`config.mk`:
```
export PLATFORM = sky130hd
export DESIGN_NAME = wb_pdm_fader
export DESIGN_NICKNAME = d
export VERILOG_FILES = /design/src/rtl/wb_pdm_fader.sv
export SDC_FILE = /design/constraint.sdc
export NUM_CORES = 1
export LEC_CHECK = 0
export BUFFER_PORTS_ARGS = -buffer_cell sky130_fd_sc_hd__buf_4
export CORE_AREA = 2 2 171 106
export DETAILED_ROUTE_END_ITERATION = 10
export DIE_AREA = 0 0 173 108
export GPL_TIMING_DRIVEN = 0
export HOLD_SLACK_MARGIN = 0.12
export SLEW_MARGIN = 30
export SYNTH_ARGS = -nofsm -noshare
export SYNTH_HDL_FRONTEND = slang
export SYNTH_SLANG_ARGS = --single-unit
```
`constraint.sdc`:
```
create_clock -name wb_clk_i -period 5.2 [get_ports wb_clk_i]
set_clock_uncertainty 0.15 [all_clocks]
set_input_delay 1.56 -clock wb_clk_i [delete_from_list [all_inputs] [get_ports wb_clk_i]]
set_output_delay 1.56 -clock wb_clk_i [all_outputs]
set_load 0.05 [all_outputs]
```
`src/rtl/wb_pdm_fader.sv`:
```
// wb_pdm_fader: Wishbone-programmed fade scheduler in front of a PDM block.
// Each channel's level steps toward its programmed target on prescaler ticks;
// changed levels are pushed out through a pipelined Wishbone master, one write
// at a time, round-robin over channels with pending updates.
// Optional feature macro: PDM_FADER_INSTANT_EN (target writes apply at once,
// prescaler removed, register 0xF reads 0).
`timescale 1ns/1ps
module wb_pdm_fader #(
  parameter int unsigned BIT_RESOLUTION  = 8,
  parameter int unsigned CHANNEL_NUM     = 4,
  parameter int unsigned PRESCALER_WIDTH = 16
) (
  input  logic        wb_clk_i,
  input  logic        wb_rst_i,
  input  logic        wb_cyc_i,
  input  logic        wb_stb_i,
  input  logic        wb_we_i,
  input  logic [3:0]  wb_adr_i,
  input  logic [31:0] wb_dat_i,
  output logic [31:0] wb_dat_o,
  output logic        wb_stall_o,
  output logic        wb_ack_o,
  output logic        pdm_cyc_o,
  output logic        pdm_stb_o,
  output logic        pdm_we_o,
  output logic [3:0]  pdm_adr_o,
  output logic [31:0] pdm_dat_o,
  input  logic        pdm_stall_i,
  input  logic        pdm_ack_i
);
  localparam logic [3:0] ADR_STATUS = 4'hE;
  localparam logic [3:0] ADR_RELOAD = 4'hF;
  localparam logic [3:0] LAST_CHAN  = 4'(CHANNEL_NUM - 1);
  localparam logic [BIT_RESOLUTION-1:0] LVL_ONE = BIT_RESOLUTION'(1);

  typedef enum logic [1:0] {IDLE, REQ, WAIT} state_t;

  state_t state, state_next;
  logic [BIT_RESOLUTION-1:0] cur [CHANNEL_NUM];
  logic [BIT_RESOLUTION-1:0] tgt [CHANNEL_NUM];
  logic [CHANNEL_NUM-1:0] dirty, step, wr_chan, wr_set;
  logic [3:0] grant, pick;
  logic pick_valid, tick, slv_req, slv_wr, accept, busy;
  logic [BIT_RESOLUTION-1:0] wr_level, grant_level;
  logic [31:0] rdata, reload_rd;
  int unsigned cand;
  logic unused_bits;

  assign slv_req     = wb_cyc_i & wb_stb_i;
  assign slv_wr      = slv_req & wb_we_i;
  assign wr_level    = wb_dat_i[BIT_RESOLUTION-1:0];
  assign accept      = (state == REQ) & ~pdm_stall_i;
  assign wb_stall_o  = 1'b0;
  assign unused_bits = ^wb_dat_i;

`ifdef PDM_FADER_INSTANT_EN
  assign tick      = 1'b0;
  assign reload_rd = '0;
`else
  logic [PRESCALER_WIDTH-1:0] reload, count;

  // Down-counting tick prescaler; a reload write also restarts the count.
  always_ff @(posedge wb_clk_i or posedge wb_rst_i) begin
    if (wb_rst_i) begin
      reload <= '0;
      count  <= '0;
    end else if (slv_wr && wb_adr_i == ADR_RELOAD) begin
      reload <= wb_dat_i[PRESCALER_WIDTH-1:0];
      count  <= wb_dat_i[PRESCALER_WIDTH-1:0];
    end else if (count == '0) begin
      count <= reload;
    end else begin
      count <= count - PRESCALER_WIDTH'(1);
    end
  end

  assign tick      = (count == '0);
  assign reload_rd = 32'(reload);
`endif

  // Per-channel step requests, target-write decode and dirty-set sources.
  always_comb begin
    step    = '0;
    wr_chan = '0;
    wr_set  = '0;
    for (int unsigned i = 0; i < CHANNEL_NUM; i++) begin
      step[i]    = tick && (cur[i] != tgt[i]);
      wr_chan[i] = slv_wr && (wb_adr_i == 4'(i));
`ifdef PDM_FADER_INSTANT_EN
      wr_set[i]  = wr_chan[i] && (wr_level != cur[i]);
`endif
    end
  end

  // Current/target levels; a ramp step compares against the pre-write target.
  always_ff @(posedge wb_clk_i or posedge wb_rst_i) begin
    if (wb_rst_i) begin
      for (int unsigned i = 0; i < CHANNEL_NUM; i++) begin
        cur[i] <= '0;
        tgt[i] <= '0;
      end
    end else begin
      for (int unsigned i = 0; i < CHANNEL_NUM; i++) begin
        if (step[i])
          cur[i] <= (cur[i] < tgt[i]) ? cur[i] + LVL_ONE : cur[i] - LVL_ONE;
        if (wr_chan[i]) begin
          tgt[i] <= wr_level;
`ifdef PDM_FADER_INSTANT_EN
          cur[i] <= wr_level;
`endif
        end
      end
    end
  end

  // Dirty bits: a new level change wins over a same-cycle accept clear.
  always_ff @(posedge wb_clk_i or posedge wb_rst_i) begin
    if (wb_rst_i) begin
      dirty <= '1;
    end else begin
      for (int unsigned i = 0; i < CHANNEL_NUM; i++) begin
        if (step[i] || wr_set[i])
          dirty[i] <= 1'b1;
        else if (accept && grant == 4'(i))
          dirty[i] <= 1'b0;
      end
    end
  end

  // Round-robin pick: first dirty channel after the last granted one.
  always_comb begin
    pick       = grant;
    pick_valid = 1'b0;
    cand       = 0;
    for (int unsigned k = 1; k <= CHANNEL_NUM; k++) begin
      cand = (32'(grant) + k) % CHANNEL_NUM;
      for (int unsigned i = 0; i < CHANNEL_NUM; i++) begin
        if (!pick_valid && cand == i && dirty[i]) begin
          pick       = 4'(i);
          pick_valid = 1'b1;
        end
      end
    end
  end

  // Granted level, status and slave read-data mux.
  always_comb begin
    grant_level = '0;
    rdata       = '0;
    busy        = (state != IDLE) || (dirty != '0);
    for (int unsigned i = 0; i < CHANNEL_NUM; i++) begin
      if (grant == 4'(i))
        grant_level = cur[i];
      if (wb_adr_i == 4'(i))
        rdata = 32'(cur[i]);
      if (cur[i] != tgt[i])
        busy = 1'b1;
    end
    if (wb_adr_i == ADR_STATUS)
      rdata = {31'b0, busy};
    else if (wb_adr_i == ADR_RELOAD)
      rdata = reload_rd;
  end

  // Master state and grant pointer; the grant doubles as last-granted.
  always_ff @(posedge wb_clk_i or posedge wb_rst_i) begin
    if (wb_rst_i) begin
      state <= IDLE;
      grant <= LAST_CHAN;
    end else begin
      state <= state_next;
      if (state == IDLE && pick_valid)
        grant <= pick;
    end
  end

  // Master next-state logic.
  always_comb begin
    state_next = state;
    case (state)
      IDLE:    if (pick_valid) state_next = REQ;
      REQ:     if (!pdm_stall_i) state_next = WAIT;
      WAIT:    if (pdm_ack_i) state_next = IDLE;
      default: state_next = IDLE;
    endcase
  end

  assign pdm_cyc_o = (state != IDLE);
  assign pdm_stb_o = (state == REQ);
  assign pdm_we_o  = pdm_stb_o;
  assign pdm_adr_o = (state == REQ) ? grant : 4'd0;
  assign pdm_dat_o = (state == REQ) ? 32'(grant_level) : 32'd0;

  // Registered slave acknowledge and read data, one cycle after the strobe.
  always_ff @(posedge wb_clk_i or posedge wb_rst_i) begin
    if (wb_rst_i) begin
      wb_ack_o <= 1'b0;
      wb_dat_o <= '0;
    end else begin
      wb_ack_o <= slv_req;
      if (slv_req)
        wb_dat_o <= rdata;
    end
  end
endmodule

```
==> run metrics <==
status complete, no violations; post-CTS sizing 0; Area after DPL 8480 sq um; core area 16900 sq um; Post-Route Utilization 0.536; setup bufs post-CTS 0; Overflow after GRT 0; kind of critical path flip-flop to primary output; DRC 0; Peak supply drop 163 uV; mux share of post-synthesis cell area 0.0631; TritonCTS clock tree yes; Cell Area, Synth 7580 sq um; DRT iter0 DRCs 471; Worst Setup End Kind primary output; CP startpoint grant[1]; register bit count reported by yosys 121; main combinational cell family by area after synthesis simple AND/OR/NAND/NOR gates; Rel. slew slack 0.470; register area 3040 sq um; post-route antenna net violation count 0; startpoint types flip-flop; layout cells sized above 1 0.188; Seq/Total Area, Yosys 0.401; via count 6218; Leakage 4.55 nW; actual slew at the worst max-slew pin 0.791 ns; Sw Pwr 0.00114 W; gr usage total 0.226; Int Power 0.00211 W; min-delay src wb_dat_o[14]; Top cell by count, worst path clkbuf_1; Mapped Cells 824; type of the most critical hold path flip-flop to flip-flop; DIE AREA 18700 sq um; first-pass iteration count of the detailed router 5; Buffers on Ports 56; WP data arrival 2.46 ns; # setup viols final 0; Synth Area in Compound Gates 0.141; Sw Share 0.351; final critical-path share of the clock period 0.802; slowest CP cell dfstp_2; final hold viol count 0; Die X-Extent 173 microns; simple-gate share of the synthesized area 0.168; largest net degree at the start of global routing 74; Synth Warn # 0; reg2reg start cur[28]; routed len/inst 17.3 microns; CTS Root Cell clkbuf_16; syn_area_per_cell 9.20 sq um; CP bufs+invs 3; area grow syn2layout 19.8%; number of diodes 0; Initial Util 0.447; Synth Area in Adders 0.106; fillers 1608; Chip Height 108 microns; design area 9080 sq um; crit-path cells clkbuf_1, clkbuf_1, mux4_2, and2_1, buf_4; CTS clk-pin slew, worst paths 0.06 ns; Final Slew Violations 0; Reg2Reg Setup Slack 1.61 ns; Clock Path Buffers 2; I/O pins 116; EDFF count, synth 0; min Tclk post-route 4.17 ns; Cell Pwr Density 358 nW/um^2; aggregate routed wire length 20500 microns; ys async rst share 1.00; CTS HTree Levels 4; Top FF cell, synth dfrtp_1; area of the multi-input gates 4080 sq um; hpwl dp 15600 microns; synth unique cells 55; FP Rows 37; TritonCTS buffer count 17; required time worst endpoint 3.49 ns; sequential fraction of design power 0.378; RSZ-0062 raised after global routing false; Max Cap Viol 0; maximum fanout along the worst path 10; Clock Latency Late Sink 0.42 ns; clock share of power 0.370; clock sink count 121; Post-Synth XOR/XNOR Area 0.0393; combinational power share 0.252; GP Congestion 0.838; vias in the first global route 5700; delay-heaviest family, CP buffers and inverters; initial antenna violation count 0; nets@finish 1047; fmax 240 MHz; vias per cell 5.23; CP max stage delay 0.51 ns; first-pass GRT wire length 31900 microns; CTS Hold Bufs 0
[sequential cells by signal, summed over array words and instances, names as in the netlist]
name	cells
count	16
wb_dat_o	16
cur	32
tgt	32
grant	2
reload	16
wb_ack_o	1
dirty	4
state	2
[power by group through the flow]
| stage | clock network [W] | registers, W | logic (W) |
|---|---|---|---|
| CTS | 0.00121 | 0.00122 | 0.000819 |
| global route | 0.00126 | 0.00125 | 0.000909 |
| finish | 0.00120 | 0.00123 | 0.000819 |
| global placement | 0 | 0.00124 | 0.000798 |
| floorplan | 0 | 0.00121 | 0.000621 |
| detailed placement | 0 | 0.00124 | 0.000814 |
[synthesized netlist by cell type, types with 4 or more instances]
master	count	area [sq um]
o41ai_1	4	35.0
inv_1	44	165
and2_1	10	62.6
a21o_1	10	75.1
o31ai_1	6	45.0
mux2i_1	5	50.1
xor2_1	15	131
clkbuf_1	17	63.8
xnor2_1	19	166
dfstp_2	6	158
a211oi_1	8	60.1
nor2b_1	4	25.0
buf_4	44	330
buf_2	8	40.0
ha_1	58	726
nand3_1	22	110
or4_1	4	30.0
mux4_2	15	338
dfrtp_1	115	2880
mux2_2	6	67.6
nor3_1	12	60.1
o21ai_0	59	295
o211ai_1	4	30.0
a22oi_1	7	52.6
nand4_1	5	31.3
nor2_1	36	135
fa_1	4	80.1
o21a_1	4	30.0
o21ai_1	42	210
nand2_1	155	582
a21oi_1	29	145
nor4_1	5	31.3
[worst paths after layout]
check | endpoint | cells after the start
hold reg to reg | wb_dat_o[14] | 2
hold / removal | wb_dat_o[14] | 2
max in group asynchronous | cur[7] | 3
setup reg to reg | cur[31] | 11
min in group asynchronous | wb_dat_o[12] | 2
setup / recovery | pdm_dat_o[0] | 5
[through the flow]
step           setup WS [ns]  instances  total power [W]  hold WS, ns  setup TNS (ns)
6_report                1.03       1189          0.00325        0.320               0
5_1_grt                0.870       1189          0.00342        0.356               0
4_1_cts                0.988       1189          0.00326        0.323               0
3_5_place_dp            1.43       1157          0.00205        0.309               0
3_3_place_gp           -1.38       1156          0.00204        0.305         -156.72
2_1_floorplan          0.286        866          0.00183        0.309               0
[kinds of logic (layout without fill, tap and decap cells)]
kind of cell | after synthesis | in the layout
compound gates | 185 | 185
xor+xnor | 34 | 34
fa+ha+maj | 62 | 62
buf+inv | 116 | 205
flops | 121 | 121
mux | 28 | 28
other cells | 1 | 43
simple gates | 277 | 277
[placed cells by master (no fill, tap or decap), types with 5 or more instances in the layout]
cell / synthesis / routed
xor2_1: 15 / 15
dfrtp_1: 115 / 115
nand4_1: 5 / 5
a21oi_1: 29 / 29
a21o_1: 10 / 10
o21ai_0: 59 / 59
conb_1: 1 / 43
clkbuf_1: 17 / 17
clkbuf_16: 0 / 17
buf_2: 8 / 8
nor2_1: 36 / 36
nor4_1: 5 / 5
mux4_2: 15 / 15
dfstp_2: 6 / 6
nand3_1: 22 / 22
xnor2_1: 19 / 19
mux2_2: 6 / 6
nor3_1: 12 / 12
mux2i_1: 5 / 5
clkinv_4: 0 / 5
a211oi_1: 8 / 8
buf_4: 44 / 100
ha_1: 58 / 58
nand2_1: 155 / 155
o21ai_1: 42 / 42
o31ai_1: 6 / 6
inv_1: 44 / 43
and2_1: 10 / 10
a22oi_1: 7 / 7
[final cells by class]
| type | count | area share |
|---|---|---|
| buffer | 72 | 0.0499 |
| clock buffer | 17 | 0.0469 |
| clock inverter | 15 | 0.0185 |
| inverter | 44 | 0.0190 |
| multi-input combinational | 629 | 0.450 |
| sequential | 121 | 0.334 |
| tap | 234 | 0.0323 |
| timing repair buffer | 57 | 0.0494 |
[worst register-to-register path, stage by stage, from the launching register on]
cell	delay [ns]
dfrtp_1	0.50
ha_1	0.36
o21ai_0	0.16
a21oi_1	0.06
o41ai_1	0.46
inv_1	0.28
ha_1	0.30
or4_1	0.52
o22ai_1	0.17
xor2_1	0.24
nand3_1	0.12
xnor2_1	0.16
[per-layer routing]
metal / GRT usage / up-vias / wire [microns]
met1: 0.371 / 2993 / 11000
met5: 0 / - / 0
met3: 0.0464 / 11 / 1390
met2: 0.299 / 183 / 8030
met4: 0.0436 / 0 / 114
li1: - / 3031 / -
Note: power is estimated with default switching activity, not from simulation.
